**config.mk**
```make
export PLATFORM = sky130hd
export DESIGN_NAME = load_wb_queue_flat
export DESIGN_NICKNAME = d
export VERILOG_FILES = /design/src/rtl/load_wb_queue_pkg.sv /design/src/rtl/load_wb_queue_if.sv /design/src/rtl/load_align.sv /design/src/rtl/load_wb_queue.sv /design/src/flat_wrapper.sv
export SDC_FILE = /design/constraint.sdc
export NUM_CORES = 1
export LEC_CHECK = 0
export BUFFER_PORTS_ARGS = -buffer_cell sky130_fd_sc_hd__buf_2
export CAP_MARGIN = 20
export CORE_ASPECT_RATIO = 0.5
export CORE_MARGIN = 2
export CORE_UTILIZATION = 25
export DETAILED_ROUTE_END_ITERATION = 7
export GPL_TIMING_DRIVEN = 0
export HOLD_SLACK_MARGIN = 0.06
export SLEW_MARGIN = 15
export SYNTH_ARGS = -nofsm -noshare
export SYNTH_HDL_FRONTEND = slang
export SYNTH_SLANG_ARGS = --single-unit
```
**constraint.sdc**
```tcl
create_clock -name clk -period 3.5 [get_ports clk]
set_input_delay 0 -clock clk [delete_from_list [all_inputs] [get_ports clk]]
set_output_delay 0 -clock clk [all_outputs]
set_load 0.1 [all_outputs]
```
**src/rtl/load_wb_queue_pkg.sv**
```systemverilog
// load_wb_queue_pkg: shared core load defines (funct3 encodings, XLEN legality check, zero register)
package load_wb_queue_pkg;

    localparam logic [4:0] REG_ZERO = 5'd0;

    typedef enum logic [2:0] {
        F3_LB  = 3'b000,
        F3_LH  = 3'b001,
        F3_LW  = 3'b010,
        F3_LD  = 3'b011,
        F3_LBU = 3'b100,
        F3_LHU = 3'b101,
        F3_LWU = 3'b110
    } load_f3_e;

    // LD and LWU only exist on a 64-bit core; 111 is never a load.
    function automatic logic f3_legal(input logic [2:0] f3, input int xlen);
        return !(f3 == 3'b111 || (xlen == 32 && (f3 == F3_LD || f3 == F3_LWU)));
    endfunction

endpackage

```
**src/rtl/load_wb_queue_if.sv**
```systemverilog
// load_wb_queue_if: load request/response/writeback bundle
//   master: issues requests, returns memory data, flushes; sees ready, writeback and status
//   slave : the queue itself
interface load_wb_queue_if #(parameter int XLEN = 32, parameter int DEPTH = 4);

    localparam int OFFW = $clog2(XLEN / 8);
    localparam int CW   = $clog2(DEPTH) + 1;

    logic            req_valid;
    logic            req_ready;
    logic [4:0]      req_rd;
    logic [OFFW-1:0] req_offset;
    logic [2:0]      req_funct3;
    logic            rsp_valid;
    logic [XLEN-1:0] rsp_data;
    logic            flush;
    logic            reg_we;
    logic [4:0]      reg_waddr;
    logic [XLEN-1:0] reg_wdata;
    logic            load_err;
    logic            empty;
    logic [CW-1:0]   count;

    modport master (
        output req_valid, req_rd, req_offset, req_funct3, rsp_valid, rsp_data, flush,
        input  req_ready, reg_we, reg_waddr, reg_wdata, load_err, empty, count
    );

    modport slave (
        input  req_valid, req_rd, req_offset, req_funct3, rsp_valid, rsp_data, flush,
        output req_ready, reg_we, reg_waddr, reg_wdata, load_err, empty, count
    );

endinterface

```
**src/rtl/load_align.sv**
```systemverilog
// load_align: selects and extends the loaded byte/half/word from an aligned memory word
//   in : data (raw word), offset (low address bits), funct3 (load type)
//   out: wdata (extended value), misaligned, illegal
module load_align import load_wb_queue_pkg::*; #(
    parameter int XLEN = 32,
    parameter int OFFW = $clog2(XLEN / 8)
) (
    input  logic [XLEN-1:0] data,
    input  logic [OFFW-1:0] offset,
    input  logic [2:0]      funct3,
    output logic [XLEN-1:0] wdata,
    output logic            misaligned,
    output logic            illegal
);

    logic [OFFW-1:0] base;
    logic [XLEN-1:0] sel;
    logic            uns;

    // Round the offset down to the access size so one shifter serves every width.
    always_comb begin
        uns  = funct3[2];
        base = funct3[1:0] == 2'b00 ? offset :
               funct3[1:0] == 2'b01 ? offset & ~OFFW'(1) :
               funct3[1:0] == 2'b10 ? offset & ~OFFW'(3) : '0;
        sel  = data >> {base, 3'b000};
        wdata = funct3[1:0] == 2'b00 ? (uns ? XLEN'(sel[7:0])  : XLEN'($signed(sel[7:0]))) :
                funct3[1:0] == 2'b01 ? (uns ? XLEN'(sel[15:0]) : XLEN'($signed(sel[15:0]))) :
                funct3[1:0] == 2'b10 ? (uns ? XLEN'(sel[31:0]) : XLEN'($signed(sel[31:0]))) : sel;
        misaligned = (funct3[1:0] == 2'b01 && offset[0]) || (funct3[1:0] == 2'b10 && offset[1:0] != 2'b00);
        illegal    = !f3_legal(funct3, XLEN);
    end

endmodule

```
**src/rtl/load_wb_queue.sv**
```systemverilog
// load_wb_queue: in-order queue of outstanding loads pairing memory responses with their
// destination register, producing a registered register-file write
//   clk, rst : clock, synchronous active-high reset
//   bus      : request push, response pop, flush, writeback port, load_err, empty, count
module load_wb_queue import load_wb_queue_pkg::*; #(
    parameter int XLEN  = 32,
    parameter int DEPTH = 4
) (
    input logic           clk,
    input logic           rst,
    load_wb_queue_if.slave bus
);

    localparam int OFFW = $clog2(XLEN / 8);
    localparam int AW   = $clog2(DEPTH);

    typedef struct packed {
        logic [4:0]      rd;
        logic [OFFW-1:0] off;
        logic [2:0]      f3;
    } entry_t;

    entry_t          pay_q [DEPTH];
    entry_t          pay_d [DEPTH];
    logic [DEPTH-1:0] killed_q, killed_d;
    logic [AW:0]     wp_q, wp_d, rp_q, rp_d;
    logic            we_q, we_d, err_q, err_d;
    logic [4:0]      waddr_q, waddr_d;
    logic [XLEN-1:0] wdata_q, wdata_d;
    logic            empty, full, push, pop, kill, wb, mis, ill;
    logic [XLEN-1:0] al_wdata;
    entry_t          head;

    // Extra pointer MSB tells full (MSBs differ) from empty (pointers equal).
    assign empty = wp_q == rp_q;
    assign full  = (wp_q[AW] != rp_q[AW]) && (wp_q[AW-1:0] == rp_q[AW-1:0]);
    assign push  = bus.req_valid & bus.req_ready;
    assign pop   = bus.rsp_valid & !empty;
    assign head  = pay_q[rp_q[AW-1:0]];
    // A flush in the pop cycle also kills the entry leaving the queue.
    assign kill  = killed_q[rp_q[AW-1:0]] | bus.flush;
    assign wb    = pop & !kill & (head.rd != REG_ZERO);

    load_align #(.XLEN(XLEN)) u_align (
        .data      (bus.rsp_data),
        .offset    (head.off),
        .funct3    (head.f3),
        .wdata     (al_wdata),
        .misaligned(mis),
        .illegal   (ill)
    );

    // Flush may mark free slots killed too; a push always clears its slot's bit.
    always_comb begin
        pay_d    = pay_q;
        killed_d = bus.flush ? '1 : killed_q;
        if (push) begin
            pay_d[wp_q[AW-1:0]]    = '{rd: bus.req_rd, off: bus.req_offset, f3: bus.req_funct3};
            killed_d[wp_q[AW-1:0]] = 1'b0;
        end
        wp_d    = wp_q + {{AW{1'b0}}, push};
        rp_d    = rp_q + {{AW{1'b0}}, pop};
        we_d    = wb & !mis & !ill;
        err_d   = (wb & (mis | ill)) | (bus.rsp_valid & empty);
        waddr_d = we_d ? head.rd : '0;
        wdata_d = we_d ? al_wdata : '0;
    end

    always_ff @(posedge clk) begin
        pay_q <= pay_d;
        if (rst) begin
            wp_q     <= '0;
            rp_q     <= '0;
            killed_q <= '0;
            we_q     <= 1'b0;
            err_q    <= 1'b0;
            waddr_q  <= '0;
            wdata_q  <= '0;
        end else begin
            wp_q     <= wp_d;
            rp_q     <= rp_d;
            killed_q <= killed_d;
            we_q     <= we_d;
            err_q    <= err_d;
            waddr_q  <= waddr_d;
            wdata_q  <= wdata_d;
        end
    end

    assign bus.req_ready = !full & !bus.flush;
    assign bus.empty     = empty;
    assign bus.count     = wp_q - rp_q;
    assign bus.reg_we    = we_q;
    assign bus.reg_waddr = waddr_q;
    assign bus.reg_wdata = wdata_q;
    assign bus.load_err  = err_q;

endmodule

```
**src/flat_wrapper.sv**
```systemverilog
// flat-port wrapper written by rule: the top's interface ports become plain ports
module load_wb_queue_flat import load_wb_queue_pkg::*;
#(
    parameter int XLEN  = 32,
    parameter int DEPTH = 4
)
  (clk, rst, bus_req_valid, bus_req_rd, bus_req_offset, bus_req_funct3, bus_rsp_valid, bus_rsp_data, bus_flush, bus_req_ready, bus_reg_we, bus_reg_waddr, bus_reg_wdata, bus_load_err, bus_empty, bus_count);
  load_wb_queue_if #(.XLEN(XLEN), .DEPTH(DEPTH)) bus_i ();
  input logic clk;
  input logic rst;
  input wire logic [$bits(bus_i.req_valid)-1:0] bus_req_valid;
  input wire logic [$bits(bus_i.req_rd)-1:0] bus_req_rd;
  input wire logic [$bits(bus_i.req_offset)-1:0] bus_req_offset;
  input wire logic [$bits(bus_i.req_funct3)-1:0] bus_req_funct3;
  input wire logic [$bits(bus_i.rsp_valid)-1:0] bus_rsp_valid;
  input wire logic [$bits(bus_i.rsp_data)-1:0] bus_rsp_data;
  input wire logic [$bits(bus_i.flush)-1:0] bus_flush;
  output wire logic [$bits(bus_i.req_ready)-1:0] bus_req_ready;
  output wire logic [$bits(bus_i.reg_we)-1:0] bus_reg_we;
  output wire logic [$bits(bus_i.reg_waddr)-1:0] bus_reg_waddr;
  output wire logic [$bits(bus_i.reg_wdata)-1:0] bus_reg_wdata;
  output wire logic [$bits(bus_i.load_err)-1:0] bus_load_err;
  output wire logic [$bits(bus_i.empty)-1:0] bus_empty;
  output wire logic [$bits(bus_i.count)-1:0] bus_count;
  assign bus_i.req_valid = bus_req_valid;
  assign bus_i.req_rd = bus_req_rd;
  assign bus_i.req_offset = bus_req_offset;
  assign bus_i.req_funct3 = bus_req_funct3;
  assign bus_i.rsp_valid = bus_rsp_valid;
  assign bus_i.rsp_data = bus_rsp_data;
  assign bus_i.flush = bus_flush;
  assign bus_req_ready = bus_i.req_ready;
  assign bus_reg_we = bus_i.reg_we;
  assign bus_reg_waddr = bus_i.reg_waddr;
  assign bus_reg_wdata = bus_i.reg_wdata;
  assign bus_load_err = bus_i.load_err;
  assign bus_empty = bus_i.empty;
  assign bus_count = bus_i.count;
  load_wb_queue #(.XLEN(XLEN), .DEPTH(DEPTH)) u_core (.clk(clk), .rst(rst), .bus(bus_i));
endmodule
```
; Word-level counts from Yosys, hierarchy flattened
; Cells that the tools add are included.
[totals]
regBits = 89
out_inout_bits = 44
[op_classes]
add_sub_neg = 3
magnitude_cmp = 6
eq_ne = 8
shift = 1
mux = 18
bitwise = 17
reduce_logical = 18
[ops]
columns = cell, count
row1 = 32-bit 2-to-1 mux, 4
row2 = 40-bit bitwise mux, 1
row3 = 32-bit by 5-bit right shift with 32-bit output, 1
row4 = 10-bit 2-to-1 mux, 3
row5 = 10-bit binary-select mux with 2-bit select, 1
row6 = 10-bit demux with 2-bit select, 1
row7 = 1-bit AND, 9
row8 = 4-bit 2-to-1 mux, 2
row9 = 3-bit by 1-bit adder with 3-bit output, 2
row10 = 3-bit equality test (second input constant), 2
row11 = 3-bit >= comparator (second input constant), 2
row12 = 1-bit zero test, 6
row13 = 2-bit by 3-bit less-than comparator with 1-bit output (second input constant), 2
row14 = 2-bit inverter with 3-bit output, 2
row15 = 1-bit logical AND, 5
row16 = 5-bit nonzero test, 1
row17 = 4-bit AND, 1
row18 = 2-bit 2-to-1 mux, 2
row19 = 4-bit inverter, 1
row20 = 3-bit by 2-bit equality test with 1-bit output (second input constant), 1
row21 = 3-bit equality test, 1
row22 = 1-bit logical OR, 3
row23 = 3-bit by 1-bit less-than comparator with 1-bit output (second input constant), 1
row24 = 1-bit bitwise OR, 3
row25 = 13 further kinds, 14

; Logic depth before layout (Yosys ltp)
[logic_depth]
ltp_word = 12
mapped_depth = 11

; Cells and area by module
; A second synthesis with hierarchy kept.
[unflattened]
cells_unflattened = 373
hier_area_um2 = 4211.5
[by_module_without_submodules]
columns = module, n_inst, cells_per_inst, area_each_um2, seq_area_each_um2
row1 = load_wb_queue, 1, 242, 3375.7, 2182.1
row2 = load_align, 1, 131, 835.8, 0.0

; Worst setup path before layout
; Ideal clock, no wire load.
[synth_timing]
kind = reg-to-reg
from = register u_core.rp_q[1]
to = register u_core.pay_q[0] (netlist bit), enable pin
t_arrival_ns = 3.323
required_time_ns = 3.152
setup_slack_ns = -0.170
path_stages_with_launch = 8
path_buffers = 2
period_less_slack_ns = 3.670
cell_sequence = dfxtp_1 > buf_4 > buf_4 > inv_1 > ha_1 > a31oi_1 > and2_1 > and3_1
[synth_via]
elab_chain_len = 5
[synth_rtl]
columns = element, line_no
row1 = start: declaration, load_wb_queue.sv:26  ; logic [AW:0] wp_q, wp_d, rp_q, rp_d;
row2 = start signal: assignment, load_wb_queue.sv:81  ; rp_q <= rp_d;
row3 = 2-bit equality test, load_wb_queue.sv:36  ; assign full = (wp_q[AW] != rp_q[AW]) && (wp_q[AW-1:0] == rp_q[AW-1:0]);
row4 = 1-bit logical AND, load_wb_queue.sv:36
row5 = 1-bit zero test, load_wb_queue.sv:90  ; assign bus.req_ready = !full & !bus.flush;
row6 = 1-bit AND, load_wb_queue.sv:90
row7 = via bus_req_ready, flat_wrapper.sv:18  ; output wire logic [$bits(bus_i.req_ready)-1:0] bus_req_ready;
row8 = 1-bit AND, load_wb_queue.sv:37  ; assign push = bus.req_valid & bus.req_ready;
row9 = end signal: assignment, load_wb_queue.sv:70  ; pay_q <= pay_d;
row10 = end: declaration, load_wb_queue.sv:23  ; entry_t pay_q [DEPTH];
; The timed path passes the listed nets, and every way through them passes these cells.
; A chain may end at the register's enable or synchronous reset.

; Final worst setup path
[layout_timing]
from = register u_core.rp_q[0]
to = register u_core.wdata_q[23] (netlist: u_core.bus.reg_wdata[23])
[layout_via]
elab_chain_len = 12
[layout_rtl]
columns = element, line_no
row1 = "parallel branches: the longest is 12 deep, another holds 32-bit by 5-bit right shift with 32-bit output", --
row2 = end signal: assignment, load_wb_queue.sv:86  ; wdata_q <= wdata_d;
row3 = end: declaration, load_wb_queue.sv:29  ; logic [XLEN-1:0] wdata_q, wdata_d;
; Several ways; the timed one is not identified. The select of a mux whose other input is x is not followed.

==> flow_summary.rst <==
.. list-table::
   :header-rows: 1

   * - Metric
     - Value
   * - Initial DRC Count
     - 105
   * - Number of hold buffers added after CTS
     - 36
   * - CTS buffer count
     - 9
   * - Residual antenna-violating net count after detailed routing
     - 0
   * - Clock H-tree levels
     - 3
   * - Crit path DAT
     - 3.12 ns
   * - Clock tree from TritonCTS
     - yes
   * - Synth Net Count
     - between 300 and 400
   * - Routed wirelength normalized by instance count
     - about 14 um
   * - Top cells by instance count after synthesis
     - sky130_fd_sc_hd__dfxtp_1, sky130_fd_sc_hd__edfxtp_1, sky130_fd_sc_hd__a21oi_1
   * - Most area-hungry cell type in the Yosys netlist
     - sky130_fd_sc_hd__edfxtp_1
   * - Fraction of final layout cells with drive strength greater than 1
     - between 30% and 40%
   * - Sequential Power Share
     - ~43%
   * - Cell row count
     - 30
   * - Number of warnings printed during yosys synthesis
     - 0
   * - Class of the most critical setup path
     - register to register
   * - Clock sink count
     - 89
   * - CTS Root Cell
     - sky130_fd_sc_hd__clkbuf_16
   * - Async S/R FF share, synth
     - 0%
   * - R2R setup slack
     - 0.65 ns
   * - Critical hold path startpoint
     - bus_rsp_data[11]
   * - Comb pwr share
     - 21.4%
   * - Mapped cell area
     - between 3000 and 4000 sq um
   * - Cts repair resizes
     - 0
   * - Final clock period utilization by the worst path
     - between 80% and 90%
   * - Maximum clock path buffer count
     - 2
   * - Later-pin clock latency in the skew report
     - between 0.3 and 0.4 ns
   * - Number of vias after detailed routing
     - around 2600
   * - Input/output buffers
     - 90
   * - Net Sw Power
     - just under 800 uW
   * - Antenna violations before repair
     - 0
   * - RR Endpoint
     - u_core.bus.reg_wdata[23]
   * - Hpwl dp
     - approximately 6100 um
   * - Number of cells on the worst reg-to-reg path
     - 8
   * - Actual transition at the worst max-transition pin
     - 0.627 ns
   * - Endpoints failing hold
     - 0
   * - Die X-Extent
     - between 150 and 200 um
   * - Post-synthesis to final-layout area growth
     - 37.8%
   * - Main synth FF type
     - sky130_fd_sc_hd__dfxtp_1
   * - Maximum vdd drop
     - approximately 0.23 mV
   * - Hold-critical path depth
     - 3
   * - Count of different cell masters after synthesis
     - 39
   * - Cells after synthesis
     - 279
   * - # Post-CTS Setup Buffers
     - 0
   * - Tmin final
     - around 2.9 ns
   * - Power density relative to cell area
     - about 530 nW/um^2
   * - Core area
     - about 14000 sq um
   * - Count of unresolved DRC violations after routing
     - 0
   * - Worst setup EP type
     - register
   * - Syn avg cell area
     - between 10 and 15 sq um
   * - Top cells by area in the synthesized netlist
     - sky130_fd_sc_hd__edfxtp_1, sky130_fd_sc_hd__dfxtp_1, sky130_fd_sc_hd__mux4_2
   * - Type of the tightest min-delay check
     - primary input to register
   * - Mean number of vias per cell
     - ~4.2
   * - Final Total Pwr
     - around 2600 uW
   * - Largest fanout on the critical path
     - 10
   * - Int Pwr
     - 1820 uW
   * - Count of endpoints failing setup in the final report
     - 0
   * - Leftover overflow at the end of global routing
     - 0
   * - Setup TNS after final layout
     - 0 ns
   * - Pre-antenna DRT Iters
     - 4
   * - Die Footprint
     - between 15000 and 20000 sq um
   * - I/O pin count
     - between 90 and 100
   * - Worst Path Required
     - approximately 3.8 ns
   * - Filler Cells Inserted
     - 1384
   * - Global-route wire length before repair
     - between 10000 and 15000 um
   * - Highest achievable clock rate
     - about 0.35 GHz
   * - Register area share after synthesis
     - between 60% and 70%
   * - Flip-flop and latch count after synthesis
     - 89
   * - Count of flip-flops with a built-in enable after synthesis
     - 40
   * - Final WL
     - 8670 um
   * - Switching Share
     - around 30%
   * - Area share of the largest cell type after synthesis
     - between 30 and 40%
   * - Leakage Power
     - 0.00207 uW
   * - Setup repair after global routing missed its margin
     - false
   * - Beginning of the worst register-to-register path
     - u_core.rp_q[0]
   * - Clock skew
     - 0.00779 ns
   * - Endpoint of the worst hold path
     - u_core.bus.reg_wdata[3]
   * - Portion of total power attributed to the clock network
     - between 30% and 40%
   * - Top-count cell post-synth
     - sky130_fd_sc_hd__dfxtp_1
   * - Pin count of the biggest net entering global routing
     - 17
   * - Die outline height
     - 88.4 um
   * - CP startpoint kind
     - register
   * - Max Slew Vio Count
     - 0
   * - Number of maximum-capacitance constraint violations
     - 0
   * - Starting utilization of the core area
     - around a quarter
   * - Antenna Diode Count
     - 0
   * - Via count of the first global-routing pass
     - 2700
   * - Critical path startpoint
     - u_core.rp_q[0]
   * - Total routing resource utilization after global routing
     - a little under an eighth
   * - Run status
     - completed
   * - Final weighted congestion in routability-driven placement
     - about 0.75
   * - Worst-path clk slew
     - 0.07 ns
   * - Worst slew margin relative to its limit
     - between 50 and 60%
   * - # nets final
     - 470
## metal layers
layer	vias up	track usage, %	routed length [um]
li1	1272	-	-
met5	-	0	0
met3	9	3.44	400
met2	57	20.6	4190
met1	1239	13.8	3960
met4	0	4.85	120
## cell type report
| class | instances | area [sq um] | share of cell area (%) |
|---|---|---|---|
| repair buffers | 126 | 811 | 16.5 |
| clock inverters | 5 | 45.0 | 0.918 |
| plain buffers | 15 | 100 | 2.04 |
| flip-flops and latches | 89 | 2180 | 44.5 |
| inverters | 13 | 48.8 | 0.994 |
| multi-input cells | 162 | 1240 | 25.2 |
| clock buffers | 11 | 243 | 4.95 |
| well taps | 192 | 240 | 4.90 |
## cells by family after synthesis
logic type	after synthesis	share of synthesized area, %
AO/OA/AOI/OAI	43	7.66
multiplexers	30	12.3
adder cells (fa/ha/maj)	7	2.67
XOR/XNOR	4	0.984
buffers and inverters	28	4.18
AND/OR/NAND/NOR	78	11.0
flip-flops	89	61.3
## placed cells by master, fill, tap and decap left out, types with 10 or more instances in the layout
cell type,synthesis,final
sky130_fd_sc_hd__buf_2,2,92
sky130_fd_sc_hd__mux4_2,10,10
sky130_fd_sc_hd__mux2i_1,11,11
sky130_fd_sc_hd__dlygate4sd3_1,0,36
sky130_fd_sc_hd__inv_1,13,13
sky130_fd_sc_hd__nand2_1,18,18
sky130_fd_sc_hd__nor2_1,21,21
sky130_fd_sc_hd__edfxtp_1,40,40
sky130_fd_sc_hd__a21oi_1,25,25
sky130_fd_sc_hd__dfxtp_1,49,49
## registers in the layout, indices dropped and copies added (netlist names)
signal	flops
u_core.bus.load_err	1
u_core.bus.reg_waddr	5
u_core.bus.reg_wdata	32
u_core.bus.reg_we	1
u_core.killed_q	4
u_core.pay_q	40
u_core.rp_q	3
u_core.wp_q	3
## how the worst max path moves through the flow
stage / end / cells past startpoint
2_1_floorplan: u_core.pay_q[0] / 7
3_3_place_gp: u_core.bus.reg_wdata[23] / 8
3_5_place_dp: u_core.bus.reg_wdata[23] / 8
4_1_cts: u_core.bus.reg_wdata[23] / 8
5_1_grt: u_core.bus.reg_wdata[23] / 8
6_report: u_core.bus.reg_wdata[23] / 8
## per-stage QoR
| step | std cells | worst slack (ns) | utilization (%) | hold slack [ns] | instance area [sq um] |
|---|---|---|---|---|---|
| floorplan | 279 | 0.490 | - | 0.0989 | 3570 |
| global route | 613 | 0.468 | 35.7 | 0.0901 | 4910 |
| CTS | 613 | 0.619 | 35.7 | 0.0700 | 4910 |
| global placement | 561 | 0.657 | 31.0 | 0.217 | 4260 |
| finish | 613 | 0.646 | 35.7 | 0.0642 | 4910 |
| detailed placement | 561 | 0.645 | 31.0 | 0.224 | 4260 |
## power groups by stage
stage	clock [uW]	combinational, uW	sequential (uW)
6_report	931	559	1120
5_1_grt	988	601	1120
4_1_cts	956	563	1120
3_5_place_dp	0	530	1140
3_3_place_gp	0	526	1140
2_1_floorplan	0	354	1190
## critical path: stages (launching register included)
cell and delay, ns:
sky130_fd_sc_hd__dfxtp_1 0.39, sky130_fd_sc_hd__buf_4 0.18, sky130_fd_sc_hd__mux4_2 0.61, sky130_fd_sc_hd__nor2_1 0.45, sky130_fd_sc_hd__o21ai_1 0.17, sky130_fd_sc_hd__or4_1 0.48, sky130_fd_sc_hd__buf_4 0.22, sky130_fd_sc_hd__buf_6 0.15
sky130_fd_sc_hd__a21oi_1 0.13
(Power assumes the default switching activity.)
